$ cat config.mk
export PLATFORM = sky130hd
export DESIGN_NAME = pipe_stage_reg
export DESIGN_NICKNAME = d
export VERILOG_FILES = /design/src/rtl/pipe_stage_reg.sv
export SDC_FILE = /design/constraint.sdc
export NUM_CORES = 1
export LEC_CHECK = 0
export ABC_AREA = 1
export BUFFER_PORTS_ARGS = -buffer_cell sky130_fd_sc_hd__buf_4
export CORE_ASPECT_RATIO = 0.5
export CORE_MARGIN = 2
export CORE_UTILIZATION = 25
export DETAILED_ROUTE_END_ITERATION = 8
export GPL_TIMING_DRIVEN = 0
export SLEW_MARGIN = 20
export SYNTH_ARGS = -nofsm -noshare
export SYNTH_HDL_FRONTEND = slang
export SYNTH_SLANG_ARGS = --single-unit
$ cat constraint.sdc
create_clock -name clk -period 1.3 [get_ports clk]
set_clock_uncertainty 0.1 [all_clocks]
set_input_delay 0.13 -clock clk [delete_from_list [all_inputs] [get_ports clk]]
set_output_delay 0.13 -clock clk [all_outputs]
set_load 0.05 [all_outputs]
$ cat src/rtl/pipe_stage_reg.sv
// Pipeline stage register with valid/ready handshake, stall back-pressure and synchronous flush.
// Define PIPE_STAGE_REG_SKID_EN for a 2-entry skid stage with a registered in_ready.
module pipe_stage_reg #(
   parameter int DATA_W = 69,
   parameter int CTRL_W = 4
) (
   input  logic              clk,
   input  logic              rst,
   input  logic              in_valid,
   output logic              in_ready,
   input  logic [DATA_W-1:0] in_data,
   input  logic [CTRL_W-1:0] in_ctrl,
   input  logic              flush,
   output logic              out_valid,
   input  logic              out_ready,
   output logic [DATA_W-1:0] out_data,
   output logic [CTRL_W-1:0] out_ctrl
);

   logic [DATA_W-1:0] data_q, data_d;
   logic [CTRL_W-1:0] ctrl_q, ctrl_d;

   assign out_data = data_q;
   assign out_ctrl = ctrl_q;

`ifdef PIPE_STAGE_REG_SKID_EN

   // Bit 0 is the main-entry valid, bit 1 the skid-entry valid.
   typedef enum logic [1:0] {
      ST_EMPTY = 2'b00,
      ST_ONE   = 2'b01,
      ST_FULL  = 2'b11
   } occ_e;

   occ_e              state_q, state_d;
   logic [DATA_W-1:0] skid_data_q, skid_data_d;
   logic [CTRL_W-1:0] skid_ctrl_q, skid_ctrl_d;
   logic              in_fire, out_fire;

   assign out_valid = state_q[0];
   assign in_ready  = ~state_q[1];
   assign in_fire   = in_valid & in_ready;
   assign out_fire  = out_valid & out_ready;

   always_comb begin
      // NOTE: every next-state signal gets a hold default first, so no path infers a latch.
      state_d     = state_q;
      data_d      = data_q;
      ctrl_d      = ctrl_q;
      skid_data_d = skid_data_q;
      skid_ctrl_d = skid_ctrl_q;
      if (flush) begin
         state_d     = ST_EMPTY;
         ctrl_d      = '0;
         skid_ctrl_d = '0;
      end else begin
         unique case (state_q)
            ST_EMPTY: begin
               if (in_fire) begin
                  state_d = ST_ONE;
                  data_d  = in_data;
                  ctrl_d  = in_ctrl;
               end
            end
            ST_ONE: begin
               if (in_fire && out_fire) begin
                  data_d = in_data;
                  ctrl_d = in_ctrl;
               end else if (in_fire) begin
                  state_d     = ST_FULL;
                  skid_data_d = in_data;
                  skid_ctrl_d = in_ctrl;
               end else if (out_fire) begin
                  state_d = ST_EMPTY;
                  ctrl_d  = '0;
               end
            end
            ST_FULL: begin
               if (out_fire) begin
                  state_d     = ST_ONE;
                  data_d      = skid_data_q;
                  ctrl_d      = skid_ctrl_q;
                  skid_ctrl_d = '0;
               end
            end
            default: begin
               state_d     = ST_EMPTY;
               ctrl_d      = '0;
               skid_ctrl_d = '0;
            end
         endcase
      end
   end

   always_ff @(posedge clk) begin
      // NOTE: state uses non-blocking assignments; reset is synchronous, sampled only on the edge.
      if (rst) begin
         state_q     <= ST_EMPTY;
         data_q      <= '0;
         ctrl_q      <= '0;
         skid_data_q <= '0;
         skid_ctrl_q <= '0;
      end else begin
         state_q     <= state_d;
         data_q      <= data_d;
         ctrl_q      <= ctrl_d;
         skid_data_q <= skid_data_d;
         skid_ctrl_q <= skid_ctrl_d;
      end
   end

`else

   logic valid_q, valid_d;

   assign out_valid = valid_q;
   assign in_ready  = out_ready | ~valid_q;

   always_comb begin
      valid_d = valid_q;
      data_d  = data_q;
      ctrl_d  = ctrl_q;
      if (flush) begin
         valid_d = 1'b0;
         ctrl_d  = '0;
      end else if (in_ready) begin
         valid_d = in_valid;
         if (in_valid) begin
            data_d = in_data;
            ctrl_d = in_ctrl;
         end else begin
            ctrl_d = '0;
         end
      end
   end

   always_ff @(posedge clk) begin
      if (rst) begin
         valid_q <= 1'b0;
         data_q  <= '0;
         ctrl_q  <= '0;
      end else begin
         valid_q <= valid_d;
         data_q  <= data_d;
         ctrl_q  <= ctrl_d;
      end
   end

`endif

   // An empty slot must never carry live control, and a stalled beat must not move.
   a_ctrl_zero_when_idle : assert property (@(posedge clk) disable iff (rst)
      !out_valid |-> (out_ctrl == '0));

   a_hold_on_stall : assert property (@(posedge clk) disable iff (rst)
      (out_valid && !out_ready && !flush) |=> (out_valid && $stable(out_data)));

endmodule

==> key figures <==
Outcome
  – Status: finished clean

Timing
  – Min Tclk post-route: ~1.3 ns
  – F_max: 781 MHz
  – RSZ-0062 raised after global routing: yes
  – Final number of hold-violating endpoints: 0
  – Setup TNS Final: 0 ns
  – Least-Margin Pin Slew: roughly 0.49 ns
  – Finish-stage setup viols: 0
  – Max-slew violation count: 0
  – Final period utilization: 0.985
  – Relative slew slack: 0.671
  – Worst Hold Slack: 0.00510 ns

Cells and area
  – Syn-to-layout area delta: 57.9%
  – Post-Layout Inst Area: about 5200 sq um
  – Post-route insts no fill: 837
  – Share of cells above drive strength 1: 0.315
  – Antenna Cells: 0
  – Final nets: 740

Placed design
  – PortBufs: ~150
  – Post-DP HPWL: approximately 7600 um
  – Routability cong.: 0.771
  – DP Cell Count: 799
  – DP Area: roughly 4700 sq um

Worst setup path
  – Critical Path RT: about 1.1 ns
  – CP arrival: 1.05 ns
  – Crit end category: output pin
  – Worst Path Max Fanout: 9
  – Worst setup SP type: flip-flop
  – Worst Setup Path Type: reg -> out

Die
  – Die area: 14300 sq um
  – Die Ht: ~85 um
  – # IOs: 153
  – Total core area: between 10000 and 15000 sq um
  – Starting Density: 0.259
  – Die Span X: 167 um
  – # rows: 29

Power
  – Lkg Pwr: about 2.7 nW
  – Worst vdd ir: 0.522 mV
  – PD cells: between 1000 and 1500 nW/um^2

Yosys
  – Synth top area share: 0.447
  – Synthesized flop and latch total: 74
  – Syn_area_per_cell: between 6 and 7 sq um
  – Register area share after synthesis: 0.447
  – Netlist cell types: 15
  – Area leader, netlist: dfxtp_1
  – Synth warn: 0
  – Top post-synthesis cells by area: dfxtp_1 (45%), a21oi_1 (11%), nand3_1 (11%)
  – Post-synthesis cell count: 477
  – Syn nets: 555
  – Cell area after synthesis: 3320 sq um

Run
  – MaxCap Viol Count: 0

Clocking
  – Worst skew pair latency: 0.33 ns
  – CTS tree: done
  – Worst-path clk slew: ~0.060 ns
  – CTS root buf: clkbuf_16
  – Number of H-tree levels: 3
  – Max Root-Sink Buffers: 2
  – CTS Buf Count: 9
  – CTS sink cnt: 74

Global route
  – Vias in the first global route: 3516
  – Initial antenna violation count: 0
  – GR Overflow Total: 0
  – First-pass GRT wire length: 16800 um
  – GRT Util Overall: 0.147
  – Largest net degree at the start of global routing: 13

Route
  – Iteration-0 DRC Markers: roughly 200
  – Antenna-violating nets left: 0
  – Wirelength per Cell: between 10 and 15 um
  – DR vias/cell: 4.35
  – Routed Wire Length: between 10000 and 15000 um
  – Drc violations: 0
  – TritonRoute pass-1 iters: 4
  – DR vias: 3644

Min path
  – Hold Path Class: in -> reg
## registers in the layout (all words and copies together) (netlist names)
| signal | count |
|---|---|
| out_valid | 1 |
| out_ctrl | 4 |
| out_data | 69 |
## worst max-delay path: stages, from the launching register on
cell and delay (ns):
dfxtp_4 0.37, nand2_8 0.08, buf_8 0.13, buf_8 0.14
## path summary, 6_finish.rpt
check        slack, ns                   endpoint                startpoint  depth (start not counted)
max reg2reg       0.08  out_data[23]$_SDFFE_PP0P_    out_valid$_SDFFE_PP0P_                          5
max               0.02                   in_ready    out_valid$_SDFFE_PP0P_                          3
min reg2reg       0.37   out_ctrl[1]$_SDFFE_PP0P_  out_ctrl[1]$_SDFFE_PP0P_                          2
min              0.005  out_data[64]$_SDFFE_PP0P_               in_data[64]                          5
## cells in the mapped netlist (all sizes together)
master / instances
a21oi: 74
nor2: 71
nand2: 74
dfxtp: 74
nand3: 73
buf: 37
inv: 72
or2: 1
clkinv: 1
## kinds of logic (layout without fill, tap and decap cells)
logic type | Yosys count | in the layout | synth area share
flops | 74 | 74 | 0.447
buf+inv | 110 | 300 | 0.162
simple gates | 219 | 219 | 0.279
compound gates | 74 | 74 | 0.112
## routing by layer
metal,vias up,global-route usage,share of wire,routed length [um]
li1,1855,-,-,-
met5,-,0,0,0
met1,1680,0.167,0.40,4150
met4,0,0.0588,0.027,286
met3,23,0.0373,0.050,526
met2,86,0.269,0.53,5520
## per-stage QoR
stage	total power (W)	util	setup WS [ns]
floorplan	0.00351	-	0.0309
global placement	0.00405	0.365	-0.130
detailed placement	0.00406	0.365	-0.158
CTS	0.00664	0.406	0.00276
global route	0.00684	0.409	-0.0164
finish	0.00656	0.409	0.0196
## cell usage in the layout (no fill, tap or decap)
| cell type | n |
|---|---|
| inv_1 | 71 |
| clkbuf_1 | 1 |
| dfxtp_4 | 1 |
| clkbuf_8 | 1 |
| buf_2 | 11 |
| clkinv_2 | 3 |
| clkinv_4 | 1 |
| nor2_1 | 70 |
| a21oi_2 | 3 |
| nor2_4 | 1 |
| a21oi_1 | 71 |
| inv_2 | 1 |
| nand2_8 | 1 |
| buf_4 | 159 |
| buf_6 | 14 |
| dlygate4sd3_1 | 18 |
| clkbuf_4 | 1 |
| nand2_1 | 73 |
| dfxtp_1 | 73 |
| bufinv_16 | 1 |
| clkinv_1 | 1 |
| buf_8 | 2 |
| nand3_1 | 73 |
| clkbuf_16 | 9 |
| buf_1 | 6 |
| or2_2 | 1 |
## repair_timing
action | in CTS | in global routing
pin swaps | 1 | 0
resized for setup | 7 | 11
cloned | 0 | 0
endpoints found under the hold margin | 14 | 0
hold buffers | 18 | 0
buffers inserted | 2 | 2
setup endpoints to repair | 61 | 51
## power by group
group          switching, W  leakage (nW)  total [W]  internal, W
clock              0.000965         0.149    0.00250      0.00153
sequential        0.0000848         0.611    0.00250      0.00242
combinational      0.000966          1.96    0.00156     0.000595
## area by class of cell
class | instances | area [sq um]
clock inverter | 5 | 53.8
multi-input combinational | 293 | 1320
buffer | 37 | 288
tap | 170 | 213
fill | 1360 | 7570
timing repair buffer | 174 | 1360
inverter | 73 | 274
clock buffer | 11 | 243
sequential | 74 | 1490
(Power assumes the default switching activity.)
